==> src/rtl/dcmac_seq_pkg.sv <==
// Shared types and constants for the DCMAC link bring-up sequencer.
package dcmac_seq_pkg;

    localparam int NUM_PORTS = 2;
    localparam int TIMER_W   = 32;

    typedef enum logic [2:0] {
        IDLE       = 3'd0,
        PWR_WAIT   = 3'd1,
        RST_ALL    = 3'd2,
        TX_WAIT    = 3'd3,
        RX_WAIT    = 3'd4,
        ALIGN_WAIT = 3'd5,
        RUN        = 3'd6,
        FAULT      = 3'd7
    } main_state_e;

    typedef enum logic [1:0] {
        P_WAIT = 2'd0,
        P_RST  = 2'd1,
        P_UP   = 2'd2,
        P_FAIL = 2'd3
    } port_state_e;

    function automatic logic link_phase(input main_state_e s);
        return (s == ALIGN_WAIT) || (s == RUN);
    endfunction

endpackage

==> src/rtl/dcmac_port_recovery.sv <==
// Per-port RX alignment watchdog: bounded RX datapath resets,
// then a sticky failure until the main sequencer clears it.
module dcmac_port_recovery
    import dcmac_seq_pkg::*;
#(
    parameter int unsigned ALIGN_TIMEOUT = 2**22,
    parameter int unsigned RX_RST_CYCLES = 64,
    parameter int unsigned MAX_RETRY     = 7
) (
    input  logic clk,
    input  logic reset,
    input  logic active,
    input  logic rx_aligned,
    input  logic rx_reset_done,
    output logic rx_rst,
    output logic up,
    output logic fail,
    output logic rst_issued
);

    localparam logic [TIMER_W-1:0] ALIGN_LAST =
        TIMER_W'(ALIGN_TIMEOUT - 1);
    localparam logic [TIMER_W-1:0] RST_LAST =
        TIMER_W'(RX_RST_CYCLES - 1);
    localparam logic [7:0] RETRY_MAX = 8'(MAX_RETRY);

    port_state_e        st;
    port_state_e        nxt;
    logic [TIMER_W-1:0] timer;
    logic [7:0]         retries;
    logic [7:0]         retries_nxt;
    logic               link_ok;

    assign link_ok = rx_aligned && rx_reset_done;

    always_comb begin
        nxt         = st;
        retries_nxt = retries;
        rst_issued  = 1'b0;
        if (!active) begin
            nxt         = P_WAIT;
            retries_nxt = '0;
        end else begin
            unique case (st)
                P_WAIT: begin
                    // Alignment beats a timeout landing on the same cycle.
                    if (link_ok) begin
                        nxt = P_UP;
                    end else if (timer == ALIGN_LAST) begin
                        if (retries == RETRY_MAX) begin
                            nxt = P_FAIL;
                        end else begin
                            nxt         = P_RST;
                            retries_nxt = retries + 8'd1;
                            rst_issued  = 1'b1;
                        end
                    end
                end
                P_RST: begin
                    if (timer == RST_LAST) nxt = P_WAIT;
                end
                P_UP: begin
                    retries_nxt = '0;
                    if (!link_ok) nxt = P_WAIT;
                end
                P_FAIL: begin
                    nxt = P_FAIL;
                end
            endcase
        end
    end

    always_ff @(posedge clk) begin
        if (reset) begin
            st      <= P_WAIT;
            timer   <= '0;
            retries <= '0;
            rx_rst  <= 1'b0;
            up      <= 1'b0;
            fail    <= 1'b0;
        end else begin
            st      <= nxt;
            retries <= retries_nxt;
            if (!active || nxt != st) timer <= '0;
            else                      timer <= timer + TIMER_W'(1);
            rx_rst  <= (nxt == P_RST);
            up      <= (nxt == P_UP);
            fail    <= (nxt == P_FAIL);
        end
    end

endmodule

==> src/rtl/dcmac_link_sequencer.sv <==
// Bring-up and recovery sequencer for the two-port DCMAC/GT helper
// reset inputs; runs entirely in the s_axi_clk domain.
module dcmac_link_sequencer
    import dcmac_seq_pkg::*;
#(
    parameter int unsigned RESET_CYCLES  = 256,
    parameter int unsigned DONE_TIMEOUT  = 2**20,
    parameter int unsigned ALIGN_TIMEOUT = 2**22,
    parameter int unsigned RX_RST_CYCLES = 64,
    parameter int unsigned MAX_RETRY     = 7
) (
    input  logic                 s_axi_clk,
    input  logic                 s_axi_reset,
    input  logic                 enable,
    input  logic                 gtpowergood,
    input  logic [NUM_PORTS-1:0] gt_tx_reset_done,
    input  logic [NUM_PORTS-1:0] gt_rx_reset_done,
    input  logic [NUM_PORTS-1:0] rx_aligned,
    output logic                 user_gt_reset_all,
    output logic [NUM_PORTS-1:0] user_gt_reset_rx_datapath,
    output logic [NUM_PORTS-1:0] link_up,
    output logic                 fault,
    output logic [2:0]           state,
    output logic [7:0]           retry_count
);

    localparam logic [TIMER_W-1:0] RST_LAST =
        TIMER_W'(RESET_CYCLES - 1);
    localparam logic [TIMER_W-1:0] DONE_LAST =
        TIMER_W'(DONE_TIMEOUT - 1);

    main_state_e          st;
    main_state_e          nxt;
    logic [TIMER_W-1:0]   timer;
    logic                 restart;
    logic                 port_active;
    logic [NUM_PORTS-1:0] port_up;
    logic [NUM_PORTS-1:0] port_fail;
    logic [NUM_PORTS-1:0] rst_issued;
    logic [9:0]           retry_sum;

    assign state   = st;
    assign link_up = port_up;

    // Ports clear on the same edge the main FSM leaves the link phases,
    // so an RX reset can never overlap user_gt_reset_all.
    assign port_active = link_phase(st) && link_phase(nxt);

    always_comb begin
        nxt     = st;
        restart = 1'b0;
        unique case (st)
            IDLE: begin
                if (enable) nxt = PWR_WAIT;
            end
            PWR_WAIT: begin
                if (gtpowergood) nxt = RST_ALL;
            end
            RST_ALL: begin
                if (timer == RST_LAST) nxt = TX_WAIT;
            end
            TX_WAIT: begin
                if (&gt_tx_reset_done) begin
                    nxt = RX_WAIT;
                end else if (timer == DONE_LAST) begin
                    nxt     = RST_ALL;
                    restart = 1'b1;
                end
            end
            RX_WAIT: begin
                if (&gt_rx_reset_done) begin
                    nxt = ALIGN_WAIT;
                end else if (timer == DONE_LAST) begin
                    nxt     = RST_ALL;
                    restart = 1'b1;
                end
            end
            ALIGN_WAIT: begin
                if (|port_fail)    nxt = FAULT;
                else if (&port_up) nxt = RUN;
            end
            RUN: begin
                if (|port_fail) nxt = FAULT;
            end
            FAULT: begin
                nxt = FAULT;
            end
        endcase

        // Overrides, lowest priority first; FAULT stays latched.
        if (link_phase(st) && !(&gt_tx_reset_done)) begin
            nxt     = RST_ALL;
            restart = 1'b0;
        end
        if (st inside {RST_ALL, TX_WAIT, RX_WAIT, ALIGN_WAIT, RUN}
            && !gtpowergood) begin
            nxt     = PWR_WAIT;
            restart = 1'b0;
        end
        if (!enable) begin
            nxt     = IDLE;
            restart = 1'b0;
        end
    end

    always_comb begin
        retry_sum = 10'(retry_count) + 10'(restart);
        for (int p = 0; p < NUM_PORTS; p++) begin
            retry_sum = retry_sum + 10'(rst_issued[p]);
        end
    end

    always_ff @(posedge s_axi_clk) begin
        if (s_axi_reset) begin
            st                <= IDLE;
            timer             <= '0;
            retry_count       <= '0;
            user_gt_reset_all <= 1'b1;
            fault             <= 1'b0;
        end else begin
            st <= nxt;
            if (nxt != st) timer <= '0;
            else           timer <= timer + TIMER_W'(1);
            if (st == IDLE && nxt != IDLE) retry_count <= '0;
            else if (retry_sum > 10'd255)  retry_count <= 8'hFF;
            else                           retry_count <= retry_sum[7:0];
            user_gt_reset_all <=
                nxt inside {IDLE, PWR_WAIT, RST_ALL, FAULT};
            fault <= (nxt == FAULT);
        end
    end

    for (genvar p = 0; p < NUM_PORTS; p++) begin : g_port
        dcmac_port_recovery #(
            .ALIGN_TIMEOUT (ALIGN_TIMEOUT),
            .RX_RST_CYCLES (RX_RST_CYCLES),
            .MAX_RETRY     (MAX_RETRY)
        ) u_port (
            .clk           (s_axi_clk),
            .reset         (s_axi_reset),
            .active        (port_active),
            .rx_aligned    (rx_aligned[p]),
            .rx_reset_done (gt_rx_reset_done[p]),
            .rx_rst        (user_gt_reset_rx_datapath[p]),
            .up            (port_up[p]),
            .fail          (port_fail[p]),
            .rst_issued    (rst_issued[p])
        );
    end

endmodule

==> config.mk <==
export PLATFORM = sky130hd
export DESIGN_NAME = dcmac_link_sequencer
export DESIGN_NICKNAME = d
export VERILOG_FILES = /design/src/rtl/dcmac_seq_pkg.sv /design/src/rtl/dcmac_port_recovery.sv /design/src/rtl/dcmac_link_sequencer.sv
export SDC_FILE = /design/constraint.sdc
export NUM_CORES = 1
export LEC_CHECK = 0
export BUFFER_PORTS_ARGS = -buffer_cell sky130_fd_sc_hd__buf_2
export CORE_ASPECT_RATIO = 0.8
export CORE_UTILIZATION = 48
export CTS_BUF_LIST = sky130_fd_sc_hd__clkbuf_16
export DETAILED_ROUTE_END_ITERATION = 8
export PLACE_DENSITY_LB_ADDON = 0.08
export SLEW_MARGIN = 20
export SYNTH_ARGS = -nofsm -noshare
export SYNTH_HDL_FRONTEND = slang
export SYNTH_SLANG_ARGS = --single-unit
export TNS_END_PERCENT = 50
==> constraint.sdc <==
create_clock -name s_axi_clk -period 5.6 [get_ports s_axi_clk]
set_input_delay 1.68 -clock s_axi_clk [delete_from_list [all_inputs] [get_ports s_axi_clk]]
set_output_delay 1.68 -clock s_axi_clk [all_outputs]
set_load 0.05 [all_outputs]
==> results of run 1 <==
final timing paths:
kind,startpoint,endpoint,slack (ns)
max,gt_rx_reset_done[1],retry_count[4],0.52
min,g_port[1].u_port.timer[0],g_port[1].u_port.timer[0],0.48
max reg2reg,state[2],retry_count[4],1.21
min reg2reg,g_port[1].u_port.timer[0],g_port[1].u_port.timer[0],0.48
layer usage:
| layer | wire [µm] | vias up | track usage [%] | share of wire [%] |
|---|---|---|---|---|
| met3 | 693 | 18 | 5.650 | 4.6 |
| li1 | - | 2851 | - | - |
| met5 | 0 | - | 0 | 0 |
| met4 | 193 | 0 | 8.748 | 1.3 |
| met1 | 7837 | 2658 | 32.36 | 52 |
| met2 | 6491 | 107 | 32.05 | 43 |
where the power goes:
group          switching, mW  internal [mW]  total, mW
sequential           0.00376          0.963      0.967
combinational         0.0439         0.0183     0.0622
clock                  0.392          0.540      0.932
total                  0.439           1.52       1.96
worst max-delay path: stages:
cell      delay (ns)
buf_2           0.17
a21boi_0        0.34
or3b_2          0.19
o311ai_0        0.25
o32ai_4         0.36
nor2_1          0.08
or3_1           0.40
fa_1            0.44
inv_1           0.07
ha_1            0.17
inv_1           0.06
fa_1            0.39
nor2b_1         0.16
nor2b_1         0.19
nand4_1         0.25
o21a_1          0.18
nor2_1          0.08
flip-flops by register name, indices dropped and copies added, names as in the netlist:
register / cells
g_port.u_port.up: 2
g_port.u_port.timer: 64
retry_count: 8
state: 3
user_gt_reset_all: 1
g_port.u_port.fail: 2
g_port.u_port.st: 4
fault: 1
g_port.u_port.retries: 16
g_port.u_port.rx_rst: 2
timer: 32
through the flow:
step	std cells	setup slack (ns)	hold slack [ns]
after floorplan	774	0.4235	0.4463
after global placement	958	0.2554	0.4615
after detailed placement	958	0.1044	0.4713
after CTS	990	0.5304	0.4788
after global routing	990	0.1841	0.5083
final	990	0.5203	0.4799
final cells by class:
type                            count  area, µm²
Tap cell                          180      225.2
Clock buffer                       17      425.4
Multi-Input combinational cell    585       3786
Timing Repair Buffer               37      212.7
Sequential cell                   135       2703
Clock inverter                     15      58.81
Inverter                           21      78.83
Fill cell                        1313       6108
logic make-up (layout without fill, tap and decap cells):
kind of cell / count (synthesis) / after routing
compound gates: 61 / 61
xor+xnor: 106 / 106
fa+ha+maj: 9 / 9
buf+inv: 54 / 90
flops: 135 / 135
mux: 4 / 4
simple gates: 405 / 405
synthesized netlist by cell type (2+ instances only):
master    instances
and4b_1           2
xnor2_1          43
buf_4             5
nor4_1           32
mux2i_1           3
o21a_1            3
or4_1             4
nor2b_1           6
xor2_1           63
a22o_1            2
nor4_2            3
a31oi_1           4
and4_1            9
and2_1            7
dfxtp_1         135
a21oi_1          16
fa_1              2
a21o_1            3
nand2_1          47
clkbuf_1         11
ha_1              7
buf_2            13
and3_1           22
o31ai_1           3
nor3_1          109
nand4_1          30
nor2_1           52
buf_6             3
o211ai_1          3
nand3_1          51
or3_1            10
a311oi_2          2
o311ai_0          2
o21ai_0           9
inv_1            21
nor3b_1           8
==> results.tsv, run 1 <==
stage	metric	value	unit
power	ir_drop	0.2108	mV
sta	finalHoldViolations	0	
setup_path	worst-path-max-fanout	6	
hold_path	min_path_type	flip-flop to flip-flop	
synthesis	synth_xor_area_share	13.83	%
setup_path	cp.required	5.96	ns
synthesis	yosysUniqueCellTypes	65	
clock_network	ctsRootBufferMaster	clkbuf_16	
placed_design	place_area	0.006998	mm²
sta	post-route-period-util	90.71	%
synthesis	ys_seq_area_share	40.27	%
clock_network	postCtsHoldBufs	0	
sta	slew_viol_final	0	
flow_run	max-cap-violations	0	
synthesis	synth_fa_ha_area_share	1.902	%
power	total_power	1.961	mW
sta	grt_setup_unrepaired	no	
synthesis	yosys-top-cells-area	dfxtp_1 40%, xor2_1 8.2%, nor3_1 8.1%	
clock_network	clock_path_buffers	2	
synthesis	ys_ff_latch	135	
layout	final_common_cell	dfxtp_1	
synthesis	syn-num-nets	793	
layout	fin_nets	816	
synthesis	yosysWarnings	0	
sta	tightest_slew	0.9455	ns
die	placementRows	38	
die	die_h	107.8	µm
synthesis	synth_area	0.006711	mm²
routing	drt_first_iter_violations	436	
clock_network	cts_made_buffers	17	
routing	vias	5634	
placed_design	place_hpwl	10430	µm
layout	final_util	55.08	%
power	p_per_area	261.8	mW/mm²
clock_network	cts_tree	built	
layout	area_delta_synth_final	11.60	%
sta	tns	0	ns
sta	period_minus_slack	5.080	ns
global_route	grt_max_degree	58	
routing	via_per_inst	5.691	
global_route	grt-ovfl-total	0	
routing	first_pass_iters	4	
layout	final_cell_area	0.007490	mm²
die	die_w	134.2	µm
routing	wire_per_inst	15.37	µm
setup_path	r2r_cells	16	
clock_network	post_cts.repair.setup_buffers	0	
setup_path	cp-start-kind	input port	
die	initial_core_util	49.36	%
die	dieArea	0.01446	mm²
global_route	grt_pass1_wl	25660	µm
synthesis	synth_top_area_share	40.27	%
synthesis	synth_edf_count	0	
routing	drc	0	
synthesis	syn-instance-count	774	
synthesis	synth_top_family_by_area	simple AND/OR/NAND/NOR gates	
synthesis	ys_async_sr_fraction	0	%
die	io_pins	27	
global_route	grt_pass1_vias	5176	
clock_network	h-tree-depth	4	
synthesis	synthMuxAreaShare	0.6711	%
hold_path	hold_depth	1	
synthesis	yosys.area.top_type	dfxtp_1	
clock_network	path_clk_slew	0.05	ns
synthesis	yosys_most_used_dff	dfxtp_1	
layout	antennaDiodeCount	0	
sta	max_freq	196.9	MHz
status	outcome	finished, final reports clean	
routing	wl	15220	µm
clock_network	worstSkewPairLatency	0.42	ns
sta	finalClockSkew	0.004986	ns
synthesis	avgSynthCellArea	8.671	µm²
die	fp.coreArea	0.01360	mm²
synthesis	synth_compound_area_share	6.674	%
setup_path	crit_type	input port to flip-flop	
global_route	grtUsageTotal	22.54	%
synthesis	yosys.area_share.simple	32.77	%
clock_network	post_cts_resized	0	
sta	setup_viol	0	
global_route	antenna_found_initial	0	
power	leakage	2.518	nW
layout	layout-drive-gt1-share	9.383	%
sta	timing.slew.headroom	36.39	%
setup_path	endpoint_kind	flip-flop	
setup_path	cp.arrival	5.44	ns
placed_design	routabilityCongestion	0.8700	
layout	final_cell_mix	135 x dfxtp_1, 109 x nor3_1, 63 x xor2_1	
placed_design	io_buffers	26	
clock_network	cts.sinks	135	
routing	ant_nets	0	
(Power assumes the default switching activity.)
==> run 2: changes to the inputs <==
--- a/config.mk
+++ b/config.mk
@@ -6,8 +6,10 @@
 export NUM_CORES = 1
 export LEC_CHECK = 0
 export BUFFER_PORTS_ARGS = -buffer_cell sky130_fd_sc_hd__buf_2
+export CELL_PAD_IN_SITES_DETAIL_PLACEMENT = 1
+export CELL_PAD_IN_SITES_GLOBAL_PLACEMENT = 2
 export CORE_ASPECT_RATIO = 0.8
-export CORE_UTILIZATION = 48
+export CORE_UTILIZATION = 39
 export CTS_BUF_LIST = sky130_fd_sc_hd__clkbuf_16
 export DETAILED_ROUTE_END_ITERATION = 8
 export PLACE_DENSITY_LB_ADDON = 0.08
==> constraint.sdc (replaced) <==
create_clock -name s_axi_clk -period 5.6 [get_ports s_axi_clk]
set_input_delay 1.68 -clock s_axi_clk [delete_from_list [all_inputs] [get_ports s_axi_clk]]
set_output_delay 1.68 -clock s_axi_clk [all_outputs]
set_load 0.005 [all_outputs]
==> results.tsv, run 2 (synthesis results as in run 1) <==
stage	metric	value	unit	change
layout	layout-drive-gt1-share	10.71	%	was 9.383%
power	p_seq_share	44.6	%	was 49.3%
power	leakage	2.549	nW	was 2.518 nW
power	ir_drop	0.1660	mV	was 0.2108 mV
global_route	grt_max_degree	37		was 58
sta	tns	0	ns	unchanged
global_route	grt_pass1_vias	5905		was 5,176
power	power.switching	490.6	µW	was 439.4 µW
setup_path	worst-path-max-fanout	6		unchanged
setup_path	r2r_cells	17		was 16
layout	area_delta_synth_final	14.21	%	was 11.60%
routing	wire_per_inst	17.53	µm	was 15.37 µm
die	dieArea	0.01774	mm²	was 0.01446 mm²
global_route	grtUsageTotal	21.69	%	was 22.54%
die	die_h	119.3	µm	was 107.8 µm
layout	final_cell_area	0.007665	mm²	was 0.007490 mm²
die	placementRows	42		was 38
layout	final_cell_mix	135 x dfxtp_1, 109 x nor3_1, 63 x xor2_1		unchanged
layout	fin_nets	819		was 816
clock_network	cts_tree	built		unchanged
clock_network	cts.sinks	135		unchanged
placed_design	place_ws	0.2152	ns	was 0.1044 ns
sta	setup_viol	0		unchanged
die	initial_core_util	40.16	%	was 49.36%
placed_design	place_area	0.007071	mm²	was 0.006998 mm²
sta	max_freq	200.4	MHz	was 196.9 MHz
layout	top_register	g_port.u_port.timer		unchanged
routing	highest_layer	met5		was met4
status	outcome	finished, final reports clean		unchanged
sta	post-route-period-util	89.10	%	was 90.71%
routing	first_pass_iters	4		unchanged
sta	slew_viol_final	0		unchanged
setup_path	cp-start-kind	input port		unchanged
power	switching_share	22.66	%	was 22.41%
clock_network	post_cts.repair.setup_buffers	0		unchanged
layout	final_common_cell	dfxtp_1		unchanged
global_route	antenna_found_initial	1		was 0
clock_network	path_clk_slew	0.06	ns	was 0.05 ns
routing	m1WireLength	9020	µm	was 7837 µm
sta	period_minus_slack	4.989	ns	was 5.080 ns
routing	via_per_inst	5.612		was 5.691
global_route	grt_pass1_wl	30570	µm	was 25,660 µm
placed_design	place_hpwl	12700	µm	was 10,430 µm
clock_network	clock_path_buffers	2		unchanged
clock_network	postCtsHoldBufs	0		unchanged
routing	drc	0		unchanged
setup_path	cp.arrival	5.35	ns	was 5.44 ns
power	clockPowerShare	52.5	%	was 47.5%
placed_design	place_inst	1001		was 958
sta	finalClockSkew	0.01031	ns	was 0.004986 ns
die	fp.coreArea	0.01671	mm²	was 0.01360 mm²
layout	final_util	45.87	%	was 55.08%
setup_path	rrSetupSlack	1.24	ns	was 1.21 ns
hold_path	hold_depth	1		unchanged
placed_design	routabilityCongestion	0.7948		was 0.8700
sta	timing.slew.headroom	25.56	%	was 36.39%
clock_network	h-tree-depth	4		unchanged
sta	timing.hold.ws	0.4855	ns	was 0.4799 ns
clock_network	worstSkewPairLatency	0.43	ns	was 0.42 ns
routing	vias	5792		was 5,634
routing	wl_met3	666	µm	was 693 µm
die	die_w	148.7	µm	was 134.2 µm
sta	finalHoldViolations	0		unchanged
power	total_power	2.165	mW	was 1.961 mW
placed_design	io_buffers	26		unchanged
routing	drt_first_iter_violations	319		was 436
routing	wl	18090	µm	was 15,220 µm
power	p_comb_share	2.9	%	was 3.2%
setup_path	cp.required	5.97	ns	was 5.96 ns
clock_network	post_cts_resized	0		unchanged
clock_network	cts_made_buffers	17		unchanged
power	p_int	1.674	mW	was 1.522 mW
flow_run	max-cap-violations	0		unchanged
routing	wl_met2	8215	µm	was 6491 µm
power	p_per_area	282.4	mW/mm²	was 261.8 mW/mm²
hold_path	min_path_type	flip-flop to flip-flop		unchanged
setup_path	crit_type	input port to flip-flop		unchanged
layout	top_regs	g_port.u_port.timer: 64 flops, timer: 32 flops, g_port.u_port.retries: 16 flops		unchanged
layout	antennaDiodeCount	0		unchanged
die	io_pins	27		unchanged
setup_path	endpoint_kind	flip-flop		unchanged
routing	ant_nets	0		unchanged
clock_network	ctsRootBufferMaster	clkbuf_16		unchanged
sta	tightest_slew	1.106	ns	was 0.9455 ns
layout	fin_cells	1032		was 990
sta	grt_setup_unrepaired	no		unchanged
sta	setup_ws	0.6105	ns	was 0.5203 ns
global_route	grt-ovfl-total	0		unchanged
layout	largest_register_ff_count	64		unchanged
run 2: layout make-up:
cell class / instances / area (µm²)
fillers: 1944 / 9046
multi-input cells: 585 / 3785
flip-flops and latches: 135 / 2703
clock buffers: 17 / 425.4
well taps: 220 / 275.3
repair buffers: 40 / 235.2
clock inverters: 14 / 162.7
inverters: 21 / 78.83
run 2: worst max-delay path, cell delays in order:
cell and delay (ns):
buf_2 0.15, a21boi_0 0.24, or3b_2 0.16, o311ai_0 0.23, o32ai_4 0.35, nor2_1 0.09, or3_1 0.39, fa_1 0.43
inv_1 0.07, ha_1 0.16, inv_1 0.06, fa_1 0.41, nor2b_1 0.16, nor2b_1 0.20, nand4_1 0.27, o21a_1 0.20
nor2_1 0.08
run 2: final timing paths:
check                                               start                         to
worst max-delay path                  gt_rx_reset_done[0]             retry_count[4]
worst min-delay path            g_port[1].u_port.timer[0]  g_port[1].u_port.timer[0]
worst max register to register                   timer[0]             retry_count[4]
worst min register to register  g_port[1].u_port.timer[0]  g_port[1].u_port.timer[0]
run 2: power groups by stage:
stage / clock [mW] / combinational, mW / sequential, mW
floorplan: 0 / 0.0445 / 0.985
global route: 1.20 / 0.0674 / 0.966
detailed placement: 0 / 0.0618 / 0.988
finish: 1.14 / 0.0617 / 0.966
CTS: 1.16 / 0.0621 / 0.966
global placement: 0 / 0.0602 / 0.987
run 2: layer usage:
layer / global-route usage (%) / vias to the layer above
li1: - / 2849
met4: 6.508 / 2
met2: 33.82 / 65
met3: 4.330 / 14
met5: 0 / -
met1: 29.98 / 2862
==> run 3: changes to the inputs <==
--- a/config.mk
+++ b/config.mk
@@ -6,10 +6,7 @@
 export NUM_CORES = 1
 export LEC_CHECK = 0
 export BUFFER_PORTS_ARGS = -buffer_cell sky130_fd_sc_hd__buf_2
-export CELL_PAD_IN_SITES_DETAIL_PLACEMENT = 1
-export CELL_PAD_IN_SITES_GLOBAL_PLACEMENT = 2
-export CORE_ASPECT_RATIO = 0.8
-export CORE_UTILIZATION = 39
+export CORE_UTILIZATION = 48
 export CTS_BUF_LIST = sky130_fd_sc_hd__clkbuf_16
 export DETAILED_ROUTE_END_ITERATION = 8
 export PLACE_DENSITY_LB_ADDON = 0.08
==> results.tsv, run 3 (synthesis results as in run 1) <==
stage	metric	value	unit	change
status	outcome	finished, final reports clean		unchanged
clock_network	h-tree-depth	4		unchanged
die	dieArea	0.01446	mm²	was 0.01774 mm²
power	clockPowerShare	51.4	%	was 52.5%
clock_network	post_cts.repair.setup_buffers	0		unchanged
clock_network	worstSkewPairLatency	0.41	ns	was 0.43 ns
routing	via_per_inst	5.783		was 5.612
clock_network	ctsRootBufferMaster	clkbuf_16		unchanged
sta	timing.slew.headroom	29.54	%	was 25.56%
global_route	grtUsageTotal	21.91	%	was 21.69%
setup_path	cpPeakStageDelay	0.43	ns	about the same
hold_path	min_path_type	flip-flop to flip-flop		unchanged
clock_network	cts_made_buffers	17		unchanged
setup_path	slowest_stage	fa_1		unchanged
global_route	grt_pass1_wl	25590	µm	was 30,570 µm
layout	top_register	g_port.u_port.timer		unchanged
routing	ant_nets	0		unchanged
global_route	grt_max_degree	63		was 37
setup_path	endpoint_kind	flip-flop		unchanged
layout	area_delta_synth_final	12.70	%	was 14.21%
routing	wire_per_inst	15.38	µm	was 17.53 µm
power	power.switching	444.9	µW	was 490.6 µW
placed_design	io_buffers	26		unchanged
setup_path	cp-start-kind	input port		unchanged
sta	tightest_slew	1.047	ns	was 1.106 ns
power	p_per_area	279.0	mW/mm²	was 282.4 mW/mm²
sta	period_minus_slack	5.133	ns	was 4.989 ns
layout	antennaDiodeCount	0		unchanged
die	placementRows	42		unchanged
layout	layout-drive-gt1-share	10.01	%	was 10.71%
die	fp.coreArea	0.01345	mm²	was 0.01671 mm²
global_route	antenna_found_initial	0		was 1
layout	nFillCells	1239		was 1,944
clock_network	postCtsHoldBufs	0		unchanged
power	ir_drop	0.2310	mV	was 0.1660 mV
flow_run	max-cap-violations	0		unchanged
layout	final_cell_mix	135 x dfxtp_1, 109 x nor3_1, 63 x xor2_1		unchanged
sta	tns	0	ns	unchanged
routing	drt_first_iter_violations	414		was 319
sta	max_freq	194.8	MHz	was 200.4 MHz
setup_path	worst-path-max-fanout	6		unchanged
layout	fin_nets	816		was 819
sta	setup_viol	0		unchanged
setup_path	crit_type	input port to flip-flop		unchanged
routing	drc	0		unchanged
power	leakage	2.542	nW	was 2.549 nW
power	p_int	1.666	mW	was 1.674 mW
clock_network	path_clk_slew	0.05	ns	was 0.06 ns
placed_design	routabilityCongestion	0.8334		was 0.7948
power	p_seq_share	45.8	%	was 44.6%
placed_design	place_hpwl	10310	µm	was 12,700 µm
sta	post-route-period-util	91.67	%	was 89.10%
routing	wl	15150	µm	was 18,090 µm
clock_network	post_cts_resized	0		unchanged
global_route	grt_pass1_vias	5409		was 5,905
sta	finalClockSkew	0.007388	ns	was 0.01031 ns
sta	finalHoldViolations	0		unchanged
setup_path	cp.arrival	5.48	ns	was 5.35 ns
die	io_pins	27		unchanged
routing	first_pass_iters	4		unchanged
setup_path	cp.required	5.95	ns	was 5.97 ns
clock_network	cts.sinks	135		unchanged
layout	largest_register_ff_count	64		unchanged
die	die_w	120.2	µm	was 148.7 µm
clock_network	clock_path_buffers	2		unchanged
clock_network	cts_tree	built		unchanged
layout	top_regs	g_port.u_port.timer: 64 flops, timer: 32 flops, g_port.u_port.retries: 16 flops		unchanged
sta	slew_viol_final	0		unchanged
sta	grt_setup_unrepaired	no		unchanged
layout	final_util	56.22	%	was 45.87%
power	switching_share	21.08	%	was 22.66%
global_route	grt-ovfl-total	0		unchanged
power	p_comb_share	2.8	%	was 2.9%
die	initial_core_util	49.89	%	was 40.16%
routing	vias	5696		was 5,792
layout	final_common_cell	dfxtp_1		unchanged
die	die_h	120.2	µm	was 119.3 µm
setup_path	crit_chain	buf_2 > a21boi_0 > or3b_2 > o311ai_0 > o32ai_4 > nor2_1 > or3_1 > fa_1 > inv_1 > ha_1 > inv_1 > fa_1 > nor2b_1 > nor2b_1 > nand4_1 > o21a_1 > nor2_1		unchanged
## run 3: changes by cell type in the layout (fill, tap and decap cells not counted), sizes merged
| cell | delta |
|---|---|
| inv | +1 |
| clkinvlp | -3 |
| buf | -3 |
| clkinv | +2 |
## run 3: cell type report
class	instances	area, µm²	area share, %
Sequential cell	135	2703	35.73
Tap cell	176	220.2	2.911
Inverter	21	78.83	1.042
Clock inverter	14	143.9	1.902
Multi-Input combinational cell	585	3780	49.98
Timing Repair Buffer	37	212.7	2.812
Clock buffer	17	425.4	5.624
## run 3: per-layer routing
layer  up-vias  global-route usage [%]  routed length, µm
met5         -                       0                  0
met4         0                   7.099                175
met3        14                   5.283                593
met2       114                   34.63               6968
met1      2716                   29.35               7414
li1       2852                       -                  -
## run 3: final timing paths
path	slack (ns)	startpoint	end	cells past startpoint
hold / removal	0.48	g_port[1].u_port.timer[0]	g_port[1].u_port.timer[0]	1
setup reg to reg	1.16	state[2]	retry_count[4]	16
hold reg to reg	0.48	g_port[1].u_port.timer[0]	g_port[1].u_port.timer[0]	1
setup / recovery	0.47	gt_rx_reset_done[1]	retry_count[4]	17
## run 3: per-stage QoR
stage | instance area, µm² | cells | hold slack (ns) | power (mW) | setup WS (ns)
after floorplan | 6711 | 774 | 0.4463 | 1.030 | 0.4620
after global placement | 6993 | 954 | 0.4622 | 1.044 | 0.2349
after detailed placement | 6993 | 954 | 0.4730 | 1.046 | 0.1214
after CTS | 7562 | 985 | 0.4808 | 2.132 | 0.5377
after global routing | 7564 | 985 | 0.5090 | 2.174 | 0.3146
final | 7564 | 985 | 0.4772 | 2.111 | 0.4666
## run 3: worst max-delay path: cells and delay by family
| family | cells | cell delay, ns |
|---|---|---|
| buffers and inverters | 3 | 0.29 |
| AO/OA/AOI/OAI | 4 | 1.16 |
| adder cells (fa/ha/maj) | 3 | 0.98 |
| AND/OR/NAND/NOR | 7 | 1.36 |
## run 3: power by group through the flow
stage | clock, mW | combinational (mW) | sequential (mW)
floorplan | 0 | 0.0445 | 0.985
global placement | 0 | 0.0572 | 0.987
detailed placement | 0 | 0.0590 | 0.987
CTS | 1.11 | 0.0593 | 0.966
global route | 1.14 | 0.0651 | 0.966
finish | 1.08 | 0.0598 | 0.966
